$ cat src/rtl/data_compress_if.sv
// Byte-stream handshake between an uncompressed source and the compressor.
interface data_compress_if #(
  parameter int unsigned DW = 8
);
  logic [DW-1:0] din;
  logic          den;
  logic          hold;
  logic [DW-1:0] dout;
  logic          vldo;
  logic          rdy;

  // Source side: drives bytes, observes the compressed stream.
  modport master (
    output din, den, hold,
    input  dout, vldo, rdy
  );

  // Compressor side.
  modport slave (
    input  din, den, hold,
    output dout, vldo, rdy
  );
endinterface

$ cat src/rtl/data_compress.sv
// Byte-stream compressor: forwards accepted bytes, or repeats the previous output when the
// source marks a byte with hold. At most MAX_REPEAT repeats in a row before a forced literal.
module data_compress #(
  parameter int unsigned DW         = 8,
  parameter int unsigned MAX_REPEAT = 4  // legal 1..255
) (
  input logic            clk,
  input logic            rst_n,
  data_compress_if.slave bus
);

  localparam logic [7:0] MaxRep = 8'(MAX_REPEAT);

  logic [DW-1:0] dout_q, dout_d;
  logic [DW-1:0] last_q, last_d;
  logic [7:0]    cnt_q, cnt_d;
  logic          vldo_q, vldo_d;
  logic          rdy_q;
  logic          have_last_q, have_last_d;
  logic          accept;
  logic          literal;

  assign accept = bus.den & rdy_q;
  // A held byte still goes out literally before anything was emitted or once the run is full.
  assign literal = ~bus.hold | ~have_last_q | (cnt_q == MaxRep);

  // Next-state selection for the output byte, last byte and repeat run length.
  always_comb begin
    dout_d      = dout_q;
    last_d      = last_q;
    cnt_d       = cnt_q;
    have_last_d = have_last_q;
    vldo_d      = 1'b0;
    if (accept) begin
      vldo_d      = 1'b1;
      have_last_d = 1'b1;
      if (literal) begin
        dout_d = bus.din;
        last_d = bus.din;
        cnt_d  = 8'd0;
      end else begin
        dout_d = last_q;
        cnt_d  = cnt_q + 8'd1;
      end
    end
  end

  // State registers; rdy rises on the first edge out of reset and never drops.
  always_ff @(posedge clk or negedge rst_n) begin
    if (!rst_n) begin
      dout_q      <= '0;
      last_q      <= '0;
      cnt_q       <= 8'd0;
      vldo_q      <= 1'b0;
      rdy_q       <= 1'b0;
      have_last_q <= 1'b0;
    end else begin
      dout_q      <= dout_d;
      last_q      <= last_d;
      cnt_q       <= cnt_d;
      vldo_q      <= vldo_d;
      rdy_q       <= 1'b1;
      have_last_q <= have_last_d;
    end
  end

  assign bus.dout = dout_q;
  assign bus.vldo = vldo_q;
  assign bus.rdy  = rdy_q;

endmodule

$ cat src/flat_wrapper.sv
// flat-port wrapper written by rule: the top's interface ports become plain ports
module data_compress_flat 
#(
  parameter int unsigned DW         = 8,
  parameter int unsigned MAX_REPEAT = 4                 
)
  (clk, rst_n, bus_din, bus_den, bus_hold, bus_dout, bus_vldo, bus_rdy);
  data_compress_if #(.DW(DW)) bus_i ();
  input logic clk;
  input logic rst_n;
  input wire logic [$bits(bus_i.din)-1:0] bus_din;
  input wire logic [$bits(bus_i.den)-1:0] bus_den;
  input wire logic [$bits(bus_i.hold)-1:0] bus_hold;
  output wire logic [$bits(bus_i.dout)-1:0] bus_dout;
  output wire logic [$bits(bus_i.vldo)-1:0] bus_vldo;
  output wire logic [$bits(bus_i.rdy)-1:0] bus_rdy;
  assign bus_i.din = bus_din;
  assign bus_i.den = bus_den;
  assign bus_i.hold = bus_hold;
  assign bus_dout = bus_i.dout;
  assign bus_vldo = bus_i.vldo;
  assign bus_rdy = bus_i.rdy;
  data_compress #(.DW(DW), .MAX_REPEAT(MAX_REPEAT)) u_core (.clk(clk), .rst_n(rst_n), .bus(bus_i));
endmodule
$ cat config.mk
export PLATFORM = sky130hd
export DESIGN_NAME = data_compress_flat
export DESIGN_NICKNAME = d
export VERILOG_FILES = /design/src/rtl/data_compress_if.sv /design/src/rtl/data_compress.sv /design/src/flat_wrapper.sv
export SDC_FILE = /design/constraint.sdc
export NUM_CORES = 1
export LEC_CHECK = 0
export ABC_CLOCK_PERIOD_IN_PS = 1800
export CAP_MARGIN = 0
export CORE_MARGIN = 2
export CORE_UTILIZATION = 42
export CTS_CLUSTER_SIZE = 8
export DETAILED_ROUTE_END_ITERATION = 8
export PLACE_DENSITY_LB_ADDON = 0.05
export SLEW_MARGIN = 30
export SYNTH_ARGS = -nofsm -noshare
export SYNTH_HDL_FRONTEND = slang
export SYNTH_SLANG_ARGS = --single-unit
$ cat constraint.sdc
create_clock -name clk -period 1.8 [get_ports clk]
set_clock_uncertainty 0.05 [all_clocks]
set_input_delay 0.27 -clock clk [delete_from_list [all_inputs] [get_ports clk]]
set_output_delay 0.27 -clock clk [all_outputs]
set_load 0.005 [all_outputs]
==> Word-level counts from Yosys, hierarchy flattened <==
Cells that the tools add are included.
{ "word_totals": {"ff_bits": 19, "latchBits": 0, "mem_bits_rw": 0, "mem_bits_ro": 0, "input_bits": 12, "out_inout_bits": 10, "word_cells": 15, "n_memories": 0} }
{ "op_classes": {"addsub": 1, "mul": 0, "div": 0, "n_lt_le_gt_ge": 0, "eq_ne": 1, "shift": 0, "mux": 2, "bitwise": 5, "n_reduce_logical": 1} }
{ "op_table": {"columns": ["cell", "count"], "rows": [
  ["adder 8 x 1 -> 8 bit, second input constant", 1],
  ["equality test 8 x 3 -> 1 bit, second input constant", 1],
  ["two-way mux 8 bit", 1],
  ["NOT 1 bit", 2],
  ["OR 1 bit", 2],
  ["AND reduction 2 bit", 1],
  ["bitwise AND 1 bit", 1],
  ["two-way mux 1 bit", 1]
]} }

==> Longest topological paths before layout <==
Gate-level depths: netlist (run 1).
{ "depth": {"ltp_word": 4, "mapped_depth": 7, "ltp_nobuf": 6} }

==> Worst setup path after synthesis (run 1) <==
No wires, ideal clock.
{ "synth_path": {"kind": "register to register", "start": "reg u_core.cnt_q[0]", "end": "reg u_core.last_q[1]", "setup_time_ns": 0.125, "arrival_ns": 1.569, "required_ns": 1.625, "slack_ns": 0.056, "stages_incl_launch_ff": 8, "n_path_buf": 1, "period_less_slack_ns": 1.744, "cell_sequence": "dfrtp_1 -> inv_1 -> ha_1 -> nor4b_2 -> a31o_2 -> and2_4 -> buf_12 -> mux2_4"} }
{ "synth_via": {"elab_chain_cells": 3} }
{ "synth_lines": {"columns": ["element", "line_no", "source"], "rows": [
  ["start: declaration", "data_compress.sv:16", "logic [7:0] cnt_q, cnt_d;"],
  ["start signal: assignment", "data_compress.sv:60", "cnt_q <= cnt_d;"],
  ["equality test 8 x 3 -> 1 bit", "data_compress.sv:25", "assign literal = ~bus.hold | ~have_last_q | (cnt_q == MaxRep);"],
  ["OR 1 bit", "data_compress.sv:25", null],
  ["AND reduction 2 bit (no source line)", null, null],
  ["end signal: assignment", "data_compress.sv:59", "last_q <= last_d;"],
  ["end: declaration", "data_compress.sv:15", "logic [DW-1:0] last_q, last_d;"]
]} }
Every way passes these cells.
A chain may end at the register's enable or synchronous reset.

==> Worst setup path after layout (run 1) <==
{ "layout_path": {"start": "reg u_core.cnt_q[1]", "end": "reg u_core.last_q[0]"} }
Same word-level chain as after synthesis.

==> flow_metrics.env, run 1 <==
export IMPL_synthesis_nets=84
export IMPL_slowest_delay_ns=0.39
export IMPL_r2r_slack_ns=0.1
export IMPL_synth_top_flop_cell="dfrtp_1"
export IMPL_hold_path_class="in2async"
export IMPL_final_cells=131
export IMPL_path_max_fanout=5
export IMPL_dpl_hpwl_um=1210
export IMPL_power_total_w=0.000976
export IMPL_wl_per_cell_um=13.1
export IMPL_critPathKind="reg2reg"
export IMPL_die_y_um=49.4
export IMPL_postSynthAreaPerCell_um2=12.4
export IMPL_nets=119
export IMPL_grt_max_degree=20
export IMPL_synth_top_area_frac=0.549
export IMPL_final_max_slew_viol_count=0
export IMPL_yosysUniqueCellTypes=26
export IMPL_drt_wl_total_um=1720
export IMPL_drt_iter0_drc=5
export IMPL_start_util=0.441
export IMPL_endpoint_kind="flip-flop"
export IMPL_async_flop_share=1.00
export IMPL_critical_path_required_ns=1.93
export IMPL_dieArea_um2=2440
export IMPL_synth_common_cells="dfrtp_1, mux2_4, nand2_1"
export IMPL_rr_worst_depth=6
export IMPL_yosysMostFrequentCell="dfrtp_1"
export IMPL_crit_chain="inv_1 -> ha_1 -> nor4b_4 -> a31o_2 -> and2_4 -> mux2_2"
export IMPL_worstPathArrival_ns=1.83
export IMPL_numPortBuffers=21
export IMPL_yosysSeqAreaShare=0.549
export IMPL_synth_top_area_cell="dfrtp_1"
export IMPL_layout_min_cycle_time_ns=1.70
export IMPL_cts_inserted_buffers=3
export IMPL_grt_overflow_total=0
export IMPL_leakagePower_nw=0.546
export IMPL_coreArea_um2=1960
export IMPL_hold_viol=0
export IMPL_utilization=0.612
export IMPL_postRouteAntennaNets=0
export IMPL_grt_pass1_wl_um=2950
export IMPL_clk_pin_slew_worst_paths_ns=0.11
export IMPL_start_kind="flip-flop"
export IMPL_io_pins=22
export IMPL_hold_buffers=0
export IMPL_r2r_end="u_core.last_q[0]$_DFFE_PN0P_"
export IMPL_antenna_found_initial=0
export IMPL_fin_ws_ns=0.0977
export IMPL_cpMaxStageDelayCell="dfrtp_1"
export IMPL_outcome="completed"
export IMPL_cts_sinks=19
export IMPL_cts_tree="done"
export IMPL_yosys_warnings=0
export IMPL_drc=0
export IMPL_dpl_cell_count=125
export IMPL_syn2layout_area_growth_pct=38.6
export IMPL_place_ws_ns=0.0410
export IMPL_n_antenna_cell=0
export IMPL_cts_root_buf="clkbuf_4"
export IMPL_powerDensity_nw_per_um2=813
export IMPL_vias=650
export IMPL_hold_ws_ns=0.242
export IMPL_place_congestion=0.812
export IMPL_synth_edff_count=0
export IMPL_fin_crit_sh=0.946
export IMPL_die_x_um=49.4
export IMPL_timing_fmax_mhz=587
export IMPL_ys_ff_latch=19
export IMPL_syn_area_um2=866
export IMPL_syn_inst=70
export IMPL_vias_per_cell=4.96
export IMPL_synthTopCellsByArea="dfrtp_1, mux2_4, nand2_1, xor2_1, ha_1"
export IMPL_row_count=16
export IMPL_finalSetupViolations=0
export IMPL_htree_levels=1
export IMPL_drive_gt1_frac=0.250
export IMPL_grt_pass1_vias=633
export IMPL_clk_latency_ns=0.30
export IMPL_first_pass_iters=4
export IMPL_maxCapViolCount=0
export IMPL_vdd_ir_drop_max_mv=0.573
export IMPL_cp_startpoint="u_core.cnt_q[1]$_DFFE_PN0P_"
export IMPL_r2r_start="u_core.cnt_q[1]$_DFFE_PN0P_"
export IMPL_globalRouteTotalUtil=0.162
export IMPL_ctsLongestPathBuffers=2
state kept, by name, summed over array words and instances, names as in the netlist:
register and flops:
u_core.last_q 8, u_core.bus.vldo 1, u_core.bus.rdy 1, u_core.have_last_q 1
u_core.cnt_q 8
placed cells by master, fill, tap and decap left out, types with 2 or more instances in the layout:
cell type	synthesis	routed
clkbuf_4	0	3
mux2_4	7	7
nor2_1	4	4
nand2b_1	2	2
xor2_1	3	3
o21ai_0	3	3
buf_4	0	9
inv_1	2	2
nand3_1	3	3
ha_1	2	2
nand4_1	3	3
clkdlybuf4s50_1	0	21
nand2_1	7	7
dfrtp_1	19	19
cell type report:
cell class	count	area [um2]
Clock buffer	4	26.3
Sequential cell	19	475
Multi-Input combinational cell	48	375
Tap cell	27	33.8
Fill cell	191	762
Inverter	3	11.3
Timing Repair Buffer	30	278
metrics by stage:
step           area [um2]  setup TNS, ns
2_1_floorplan         866              0
3_3_place_gp         1150              0
3_5_place_dp         1150              0
4_1_cts              1180              0
5_1_grt              1200        -0.0109
6_report             1200              0
critical path, delay by kind of cell (launching register included):
| kind | cells | cell delay (ns) |
|---|---|---|
| AOI/OAI and AO/OA | 1 | 0.22 |
| adders and majority gates | 1 | 0.14 |
| buffers and inverters | 1 | 0.07 |
| DFF | 1 | 0.39 |
| muxes | 1 | 0.34 |
| and+or+nand+nor | 2 | 0.38 |
kinds of logic (layout without fill, tap and decap cells):
group,Yosys count,count (layout),share of synthesized area
AOI/OAI and AO/OA,7,7,0.0506
and+or+nand+nor,26,27,0.166
buffers and inverters,4,37,0.0361
adders and majority gates,2,2,0.0289
other,1,1,0.00433
xor gates and xnor gates,3,3,0.0304
DFF,19,19,0.549
muxes,8,8,0.134
worst max path at each step:
stage	end	depth (start not counted)	slack, ns
2_1_floorplan	u_core.last_q[1]$_DFFE_PN0P_	7	0.06
3_3_place_gp	u_core.last_q[1]$_DFFE_PN0P_	5	0.05
3_5_place_dp	u_core.last_q[4]$_DFFE_PN0P_	5	0.04
4_1_cts	u_core.last_q[0]$_DFFE_PN0P_	6	0.03
5_1_grt	u_core.last_q[0]$_DFFE_PN0P_	6	-0.01
6_report	u_core.last_q[0]$_DFFE_PN0P_	6	0.1
report_power, final:
group	internal (W)	switching [W]	total, W
clock network	0.0000863	0.000125	0.000211
registers	0.000477	0.0000279	0.000505
logic	0.000183	0.0000779	0.000261
metal layers:
metal | global-route usage | part of all wire | routed length [um]
met3 | 0.0613 | 0.063 | 108
met5 | 0 | 0 | 0
met1 | 0.199 | 0.43 | 744
met2 | 0.268 | 0.50 | 868
met4 | 0.0417 | 0 | 0
repair_timing:
action | 4_1_cts | 5_1_grt
buffers inserted | 0 | 1
resized for setup | 0 | 1
endpoints found under the setup margin | 0 | 4
Power figures use the tool's default switching activity.
==> inputs of run 2 (changes only) <==
--- a/config.mk
+++ b/config.mk
@@ -7,11 +7,13 @@
 export LEC_CHECK = 0
 export ABC_CLOCK_PERIOD_IN_PS = 1800
 export CAP_MARGIN = 0
+export CELL_PAD_IN_SITES_DETAIL_PLACEMENT = 0
+export CELL_PAD_IN_SITES_GLOBAL_PLACEMENT = 1
 export CORE_MARGIN = 2
-export CORE_UTILIZATION = 42
+export CORE_UTILIZATION = 33
 export CTS_CLUSTER_SIZE = 8
 export DETAILED_ROUTE_END_ITERATION = 8
-export PLACE_DENSITY_LB_ADDON = 0.05
+export PLACE_DENSITY = 0.72
 export SLEW_MARGIN = 30
 export SYNTH_ARGS = -nofsm -noshare
 export SYNTH_HDL_FRONTEND = slang
==> run 2 against run 1 <==
Die area up 25%. Clock-buffer cell count unchanged. Wire length down 4.0%. Worst hold slack better by 0.0075 ns. Register-to-register slack worse by 0.03 ns. Power down 1.5%. Critical path depth unchanged. Fmax down 2.0%. Combinational power down 3%. Via count down 5.2%. Cell area down 1.0%. Global-route usage down 4.0 points. Critical endpoint is now u_core.last_q[2]$_DFFE_PN0P_. Largest cell class unchanged. Highest routed layer is now met4.
==> flow_metrics.env, run 2 (synthesis gave the netlist of run 1 again) <==
export IMPL_outcome="completed"
export IMPL_cp_startpoint="u_core.cnt_q[1]$_DFFE_PN0P_"
export IMPL_hold_path_class="in2async"
export IMPL_regArea_um2=475
export IMPL_dpl_hpwl_um=1230
export IMPL_drive_gt1_frac=0.243
export IMPL_n_antenna_cell=0
export IMPL_postRouteAntennaNets=0
export IMPL_coreArea_um2=2480
export IMPL_cts_sinks=19
export IMPL_numPortBuffers=21
export IMPL_hold_buffers=0
export IMPL_endpoint_kind="flip-flop"
export IMPL_top_regs="u_core.cnt_q (8), u_core.last_q (8)"
export IMPL_wl_per_cell_um=12.4
export IMPL_r2r_slack_ns=0.06
export IMPL_syn2layout_area_growth_pct=37.1
export IMPL_routed_top_layer="met4"
export IMPL_ctsResizeCount=0
export IMPL_wl_met1_um=771
export IMPL_postLayoutCellArea_um2=1190
export IMPL_htree_levels=1
export IMPL_vdd_ir_drop_max_mv=0.622
export IMPL_post_dp_cell_area_um2=1140
export IMPL_cts_root_buf="clkbuf_4"
export IMPL_timing_fmax_mhz=576
export IMPL_final_max_slew_viol_count=0
export IMPL_r2r_end="u_core.last_q[2]$_DFFE_PN0P_"
export IMPL_rr_worst_depth=6
export IMPL_critical_path_required_ns=1.94
export IMPL_grt_max_degree=20
export IMPL_r2r_start="u_core.cnt_q[1]$_DFFE_PN0P_"
export IMPL_utilization=0.479
export IMPL_die_y_um=55.2
export IMPL_maxCapViolCount=0
export IMPL_worstPathArrival_ns=1.87
export IMPL_dpl_cell_count=126
export IMPL_clk_pin_slew_worst_paths_ns=0.10
export IMPL_dieArea_um2=3050
export IMPL_final_fill_count=237
export IMPL_hold_viol=0
export IMPL_ctsLongestPathBuffers=2
export IMPL_final_common_cell="clkdlybuf4s50_1"
export IMPL_cts_inserted_buffers=3
export IMPL_powerDensity_nw_per_um2=809
export IMPL_vias=616
export IMPL_drt_iter0_drc=4
export IMPL_fin_crit_sh=0.965
export IMPL_wl_met2_um=773
export IMPL_vias_per_cell=4.63
export IMPL_die_x_um=55.2
export IMPL_leakagePower_nw=0.533
export IMPL_grt_pass1_wl_um=2900
export IMPL_start_util=0.349
export IMPL_antenna_found_initial=0
export IMPL_grt_overflow_total=0
export IMPL_clk_latency_ns=0.29
export IMPL_critPathKind="reg2reg"
export IMPL_place_congestion=0.813
export IMPL_grt_pass1_vias=629
export IMPL_multi_input_area_um2=367
export IMPL_cts_tree="done"
export IMPL_final_cells=133
export IMPL_globalRouteTotalUtil=0.122
export IMPL_io_pins=22
export IMPL_first_pass_iters=2
export IMPL_start_kind="flip-flop"
export IMPL_row_count=18
export IMPL_drt_wl_total_um=1650
export IMPL_path_max_fanout=6
export IMPL_power_total_w=0.000961
export IMPL_final_cell_mix="clkdlybuf4s50_1, dfrtp_1, buf_4, nand2_1, mux2_4"
export IMPL_drc=0
export IMPL_met3_length_um=59
export IMPL_cp_endpoint="u_core.last_q[2]$_DFFE_PN0P_"
export IMPL_finalSetupViolations=0
export IMPL_layout_min_cycle_time_ns=1.74
export IMPL_nets=118
[run 2: layout make-up]
type	count	share of cell area
flip-flops and latches	19	0.400
multi-input cells	48	0.309
well taps	30	0.0316
repair buffers	29	0.228
clock buffers	4	0.0221
inverters	3	0.00948
[run 2: through the flow]
stage	hold slack (ns)	TNS (ns)	worst slack [ns]
6_report	0.250	0	0.0629
5_1_grt	0.261	-0.000817	-0.000817
2_1_floorplan	-0.0756	0	0.0563
3_5_place_dp	0.447	-0.0234	-0.0234
3_3_place_gp	0.426	0	0.0129
4_1_cts	0.240	0	0.0166
[run 2: routing by layer]
layer | global-route usage | vias to the layer above
li1 | - | 309
met5 | 0 | -
met3 | 0.0422 | 4
met1 | 0.150 | 288
met2 | 0.190 | 15
met4 | 0.0627 | 0
[run 2: report_power, final]
| part | switching [W] | internal (W) |
|---|---|---|
| clock | 0.000119 | 0.0000861 |
| combinational | 0.0000774 | 0.000175 |
| sequential | 0.0000273 | 0.000477 |
[run 2: how the worst min path moves through the flow]
stage | startpoint | endpoint | depth (start not counted)
4_1_cts | rst_n | u_core.cnt_q[2]$_DFFE_PN0P_ | 2
3_3_place_gp | u_core.have_last_q$_DFFE_PN0P_ | u_core.have_last_q$_DFFE_PN0P_ | 1
2_1_floorplan | rst_n | u_core.bus.rdy$_DFF_PN0_ | 0
6_report | rst_n | u_core.have_last_q$_DFFE_PN0P_ | 2
3_5_place_dp | u_core.last_q[4]$_DFFE_PN0P_ | u_core.last_q[4]$_DFFE_PN0P_ | 1
5_1_grt | rst_n | u_core.have_last_q$_DFFE_PN0P_ | 2
[run 2: repair_timing]
item	4_1_cts	5_1_grt
endpoints found under the setup margin	4	6
pin swaps	1	1
endpoints found under the hold margin	0	0
buffers inserted	1	1
gates cloned	1	0
[run 2: critical path: stages, from the launching register on]
cell     delay [ns]
dfrtp_1        0.38
inv_1          0.07
ha_1           0.14
nor4b_2        0.20
a31o_2         0.24
and2_2         0.24
mux2_4         0.31
==> inputs of run 3 (changes only) <==
--- a/config.mk
+++ b/config.mk
@@ -18,3 +18,4 @@
 export SYNTH_ARGS = -nofsm -noshare
 export SYNTH_HDL_FRONTEND = slang
 export SYNTH_SLANG_ARGS = --single-unit
+export TNS_END_PERCENT = 100
==> results of run 3 <==
Same layout as run 2: the final DEF is identical, and so are final timing and power.
==> RTL change 1, RTL diff (settings of run 2) <==
One comparison of `cnt_q` changes from == to >=.
--- a/src/rtl/data_compress.sv
+++ b/src/rtl/data_compress.sv
@@ -22,7 +22,7 @@
 
   assign accept = bus.den & rdy_q;
   // A held byte still goes out literally before anything was emitted or once the run is full.
-  assign literal = ~bus.hold | ~have_last_q | (cnt_q == MaxRep);
+  assign literal = ~bus.hold | ~have_last_q | (cnt_q >= MaxRep);
 
   // Next-state selection for the output byte, last byte and repeat run length.
   always_comb begin
Check against the original RTL: no difference found for any inputs over 10 cycles, from zero or initial values and one cycle with rst_n low; that may be too few to reach the edited logic, so the function may still have changed.
==> RTL change 1 against run 2 <==
Area after synthesis is 7.8% lower. Via count is 15% lower. Routed wire length is 13% lower. Critical path depth is 2 lower. Cell area is 7.9% lower. Clock power is 3% higher. Worst setup slack better by 0.19 ns. Fmax is 12% higher. Sequential power is 0.8% higher. Sequential cell count stayed put. Total power is 2.5% lower. Critical path type unchanged. Highest routed layer unchanged.
==> RTL change 1: results (changes against run 2) <==
* Status: finished clean
* H-tree Lvls at 1 (unchanged)
* Via density at 4.66 (+0.63%)
* Yosys warning total at 0 (unchanged)
* Synth cell types at 19 (-27%)
* Fraction of layout cells with a size suffix above 1 at 20.2% (-4.0 points)
* Number of global-route vias before repair at 534 (-15%)
* 1st-pass router iterations at 3 (+1)
* Diode count at 0 (unchanged)
* DR WL/cell at 12.8 µm (+3.2%)
* Peak VDD IR at 0.385 mV (-38%)
* First-pass GRT wire length at 2.33 mm (-20%)
* Post-DP HPWL at 1.06 mm (-14%)
* Largest net degree at the start of global routing at 20 (unchanged)
* Nets at 99 (-16%)
* CTS Buf Count at 3 (unchanged)
* Antenna violations before repair at 0 (unchanged)
* Fillers at 217 (-8.4%)
* Crit path arrival time at 1.68 ns (-0.19 ns)
* Inst Count DP at 108 (-14%)
* CTS Root Cell: clkbuf_4
* # setup viols final at 0 (unchanged)
* Via Count at 522 (-15%)
* Most frequent cells after synthesis: dfrtp_1 (19), mux2_4 (7)
* Avg Synthesized Cell Area at 14.0 µm² (+13%)
* Worst-path fanout max at 11 (+5)
* Post-synthesis async set-or-reset flop share at 100% (unchanged)
* Sequential share of the synthesized area at 59.6% (+4.6 points)
* Initial drt markers at 4 (unchanged)
* Top post-synthesis cells by area: dfrtp_1 (60%), mux2_4 (13%), a41oi_1 (3.3%)
* Syn Nets at 71 (-15%)
* Leak Pwr at 0.000495 µW (-7.2%)
* Port buffer count at 21 (unchanged)
* Latest clock arrival within the worst-skew pair at 0.29 ns (about the same)
* CTS resizes at 0 (unchanged)
* Biggest regs: u_core.cnt_q: 8 flops, u_core.last_q: 8 flops
* Clock tree buffer depth at 2 (unchanged)
* HP Class: in -> async
* GRT Util Overall at 11.9% (-0.29 points)
* Postcts setup bufs at 0 (-1)
* Residual DRC count at 0 (unchanged)
* Placer congestion estimate at 0.695 (-14%)
==> RTL change 1: worst max-delay path: stages (launching register included) <==
cell and delay, ns:
dfrtp_1 0.44, nor4_4 0.37, a21oi_2 0.12, buf_12 0.16, mux2_4 0.29
==> RTL change 1: where the power goes <==
part           leakage, µW  total [µW]  switching, µW  internal [µW]
logic             0.000242         217           64.3            153
clock network    0.0000150         212            126           86.1
registers         0.000238         508           32.4            476
==> RTL change 1: final timing paths <==
kind / slack, ns / start / cells past startpoint / end
max: 0.25 / u_core.cnt_q[5]$_DFFE_PN0P_ / 4 / u_core.last_q[1]$_DFFE_PN0P_
min: 0.24 / rst_n / 2 / u_core.cnt_q[2]$_DFFE_PN0P_
max reg2reg: 0.25 / u_core.cnt_q[5]$_DFFE_PN0P_ / 4 / u_core.last_q[1]$_DFFE_PN0P_
min reg2reg: 0.43 / u_core.have_last_q$_DFFE_PN0P_ / 1 / u_core.have_last_q$_DFFE_PN0P_
max in group asynchronous: 1.26 / rst_n / 2 / u_core.last_q[7]$_DFFE_PN0P_
min in group clk: 0.43 / u_core.have_last_q$_DFFE_PN0P_ / 1 / u_core.have_last_q$_DFFE_PN0P_
==> RTL change 1: cell families (layout without fill, tap and decap cells) <==
logic type                 Yosys count  in the layout  synth area share (%)
buffers and inverters                4             31                  2.82
adders and majority gates            2              2                  3.13
other                                1              1                 0.470
DFF                                 19             19                  59.6
and+or+nand+nor                     16             16                  13.2
muxes                                8              8                  14.6
AOI/OAI and AO/OA                    7              7                  6.27
==> RTL change 1: per-layer routing <==
layer | track usage, % | wire length (µm) | up-vias
li1 | - | - | 251
met1 | 14.5 | 659 | 256
met2 | 18.8 | 689 | 13
met3 | 5.37 | 71 | 2
met4 | 3.85 | 16 | 0
met5 | 0 | 0 | -
==> RTL change 1: final cells by class <==
cell class,count,area share [%]
timing repair buffer,24,22.4
tap,28,3.20
sequential,19,43.5
clock buffer,4,2.40
multi-input combinational,34,27.5
inverter,3,1.03
==> RTL change 1: per-stage QoR <==
| step | instance area, µm² | setup slack, ns | hold slack, ns |
|---|---|---|---|
| after floorplan | 798 | 0.358 | -0.0756 |
| after CTS | 1090 | 0.247 | 0.242 |
| after global routing | 1090 | 0.169 | 0.254 |
| final | 1090 | 0.254 | 0.240 |
| after detailed placement | 1070 | 0.0324 | 0.398 |
| after global placement | 1070 | 0.0467 | 0.407 |
==> RTL change 2, RTL diff (settings of run 2) <==
Made on the original files. `DW` is set to 8 in 3 places; all go to 6.
--- a/src/rtl/data_compress_if.sv
+++ b/src/rtl/data_compress_if.sv
@@ -1,6 +1,6 @@
 // Byte-stream handshake between an uncompressed source and the compressor.
 interface data_compress_if #(
-  parameter int unsigned DW = 8
+  parameter int unsigned DW = 6
 );
   logic [DW-1:0] din;
   logic          den;
--- a/src/rtl/data_compress.sv
+++ b/src/rtl/data_compress.sv
@@ -1,7 +1,7 @@
 // Byte-stream compressor: forwards accepted bytes, or repeats the previous output when the
 // source marks a byte with hold. At most MAX_REPEAT repeats in a row before a forced literal.
 module data_compress #(
-  parameter int unsigned DW         = 8,
+  parameter int unsigned DW         = 6,
   parameter int unsigned MAX_REPEAT = 4  // legal 1..255
 ) (
   input logic            clk,
--- a/src/flat_wrapper.sv
+++ b/src/flat_wrapper.sv
@@ -1,7 +1,7 @@
 // flat-port wrapper written by rule: the top's interface ports become plain ports
 module data_compress_flat 
 #(
-  parameter int unsigned DW         = 8,
+  parameter int unsigned DW         = 6,
   parameter int unsigned MAX_REPEAT = 4                 
 )
   (clk, rst_n, bus_din, bus_den, bus_hold, bus_dout, bus_vldo, bus_rdy);
Interface: changed (resized bus_din and bus_dout); port bits go from 22 to 18. No check against the original RTL was run, so the function may have changed too.
==> RTL change 2 against run 2 <==
The flow now finishes with violations (negative setup slack). Routed wire length rose by 7.4%. Area after synthesis fell by 5.8%. Total power rose by 5.7%. Non-clock buffer count rose by 6. Cell area rose by 2.7%. Sequential cell count fell by 2. Hold slack got worse by 0.025 ns. Count of clock-buffer cells in the layout fell by 1. Worst setup slack got worse by 0.31 ns.
==> RTL change 2: results (changes against run 2) <==
* Via Count at 628 (+1.9%)
* DP Area at 1110 µm² (-2.2%)
* Antenna violations before repair at 0 (unchanged)
* # setup viols final at 14 (+14)
* Peak VDD IR at 0.518 mV (-17%)
* Synth Area in Adders at 3.07% (+0.18 points)
* Leak Pwr at 0.000541 µW (+1.4%)
* 1st-pass router iterations at 4 (+2)
* Slowest cell on crit path: or4b_4
* Setup_tns at -2.70 ns (-2.70 ns)
* Placer congestion estimate at 0.739 (-9.1%)
* Status: finished, violations left
* Compound-gate portion of the synthesized area at 12.7% (+7.7 points)
* Fraction of layout cells with a size suffix above 1 at 35.8% (+12 points)
* Crit path arrival time at 2.20 ns (+0.33 ns)
* Syn Nets at 79 (-6.0%)
* Biggest regs: u_core.cnt_q: 8 flops, u_core.last_q: 6 flops
* Port buffer count at 17 (-19%)
* Most frequent cells after synthesis: dfrtp_1 (17), nand2_1 (8), mux2_4 (6)
* Nets at 119 (+0.85%)
* Synth Area in XOR/XNOR at 2.15% (-0.89 points)
* Drt total wl at 1.78 mm (+7.4%)
* GRT Util Overall at 14.8% (+2.6 points)
* Post-DP HPWL at 1.21 mm (-1.7%)
* Sequential share of the synthesized area at 52.1% (-2.8 points)
* Worst-path fanout max at 7 (+1)
* Via density at 4.62 (-0.30%)
* Post-route worst setup slack at -0.252 ns (-0.315 ns)
* Yosys warning total at 0 (unchanged)
* Mux share of post-synthesis cell area at 11.0% (-2.4 points)
* Initial drt markers at 9 (+5)
* Dpl ws at -0.271 ns (-0.248 ns)
* Failing checks: negative setup slack
* Number of global-route vias before repair at 595 (-5.4%)
* Largest net degree at the start of global routing at 18 (-10%)
* Avg Synthesized Cell Area at 12.2 µm² (-1.6%)
* First-pass GRT wire length at 2.81 mm (-3.3%)
* Worst path max stage delay at 0.46 ns (+0.08 ns)
## RTL change 2: layout make-up
| cell class | instances | area [µm²] |
|---|---|---|
| Clock inverter | 1 | 5.00 |
| Tap cell | 30 | 37.5 |
| Fill cell | 219 | 1190 |
| Sequential cell | 17 | 425 |
| Inverter | 3 | 11.3 |
| Timing Repair Buffer | 35 | 309 |
| Clock buffer | 3 | 22.5 |
| Multi-Input combinational cell | 47 | 409 |
## RTL change 2: repair_timing
| item | CTS | global route |
|---|---|---|
| resized for setup | 6 | 4 |
| buffers inserted | 5 | 2 |
| gates cloned | 0 | 0 |
| pin swaps | 1 | 1 |
| setup endpoints to repair | 14 | 14 |
| hold buffers | 0 | 0 |
## RTL change 2: kinds of logic after synthesis
| logic type | Yosys count |
|---|---|
| buffers and inverters | 3 |
| other | 1 |
| adders and majority gates | 2 |
| xor gates and xnor gates | 2 |
| muxes | 6 |
| AOI/OAI and AO/OA | 12 |
| and+or+nand+nor | 24 |
| DFF | 17 |
## RTL change 2: worst register-to-register path: cells and delay by family (launching register included)
family	cells	cell delay (ns)
compound gates	1	0.36
fa+ha+maj	1	0.11
buf+inv	1	0.08
flops	1	0.40
mux	1	0.32
simple gates	2	0.63
## RTL change 2: metrics by stage
| step | utilization (%) | power [µW] |
|---|---|---|
| 6_report | 50.6 | 1020 |
| 5_1_grt | 50.6 | 1090 |
| 4_1_cts | 49.8 | 1010 |
| 3_5_place_dp | 46.2 | 757 |
| 3_3_place_gp | 46.2 | 756 |
| 2_1_floorplan | - | 602 |
## RTL change 2: final timing paths
| check | from | end | slack (ns) | depth (start not counted) |
|---|---|---|---|---|
| min | rst_n | u_core.bus.vldo$_DFF_PN0_ | 0.22 | 2 |
| max | u_core.cnt_q[1]$_DFFE_PN0P_ | u_core.last_q[5]$_DFFE_PN0P_ | -0.25 | 6 |
| max in group asynchronous | rst_n | u_core.cnt_q[7]$_DFFE_PN0P_ | 1.29 | 2 |
| min reg2reg | u_core.last_q[3]$_DFFE_PN0P_ | u_core.last_q[3]$_DFFE_PN0P_ | 0.47 | 1 |
| max reg2reg | u_core.cnt_q[1]$_DFFE_PN0P_ | u_core.last_q[5]$_DFFE_PN0P_ | -0.25 | 6 |
| min in group clk | u_core.last_q[3]$_DFFE_PN0P_ | u_core.last_q[3]$_DFFE_PN0P_ | 0.47 | 1 |
## RTL change 2: per-layer routing
layer	vias to the layer above	global-route usage [%]	routed length (µm)
li1	315	-	-
met1	302	19.2	815
met2	7	21.1	875
met3	4	2.50	26
met4	0	12.8	57
met5	-	0	0
## RTL change 2: power by group
group / switching [µW] / internal, µW / leakage [µW]
clock network: 132 / 82.9 / 0.0000177
logic: 120 / 218 / 0.000312
registers: 28.9 / 434 / 0.000211
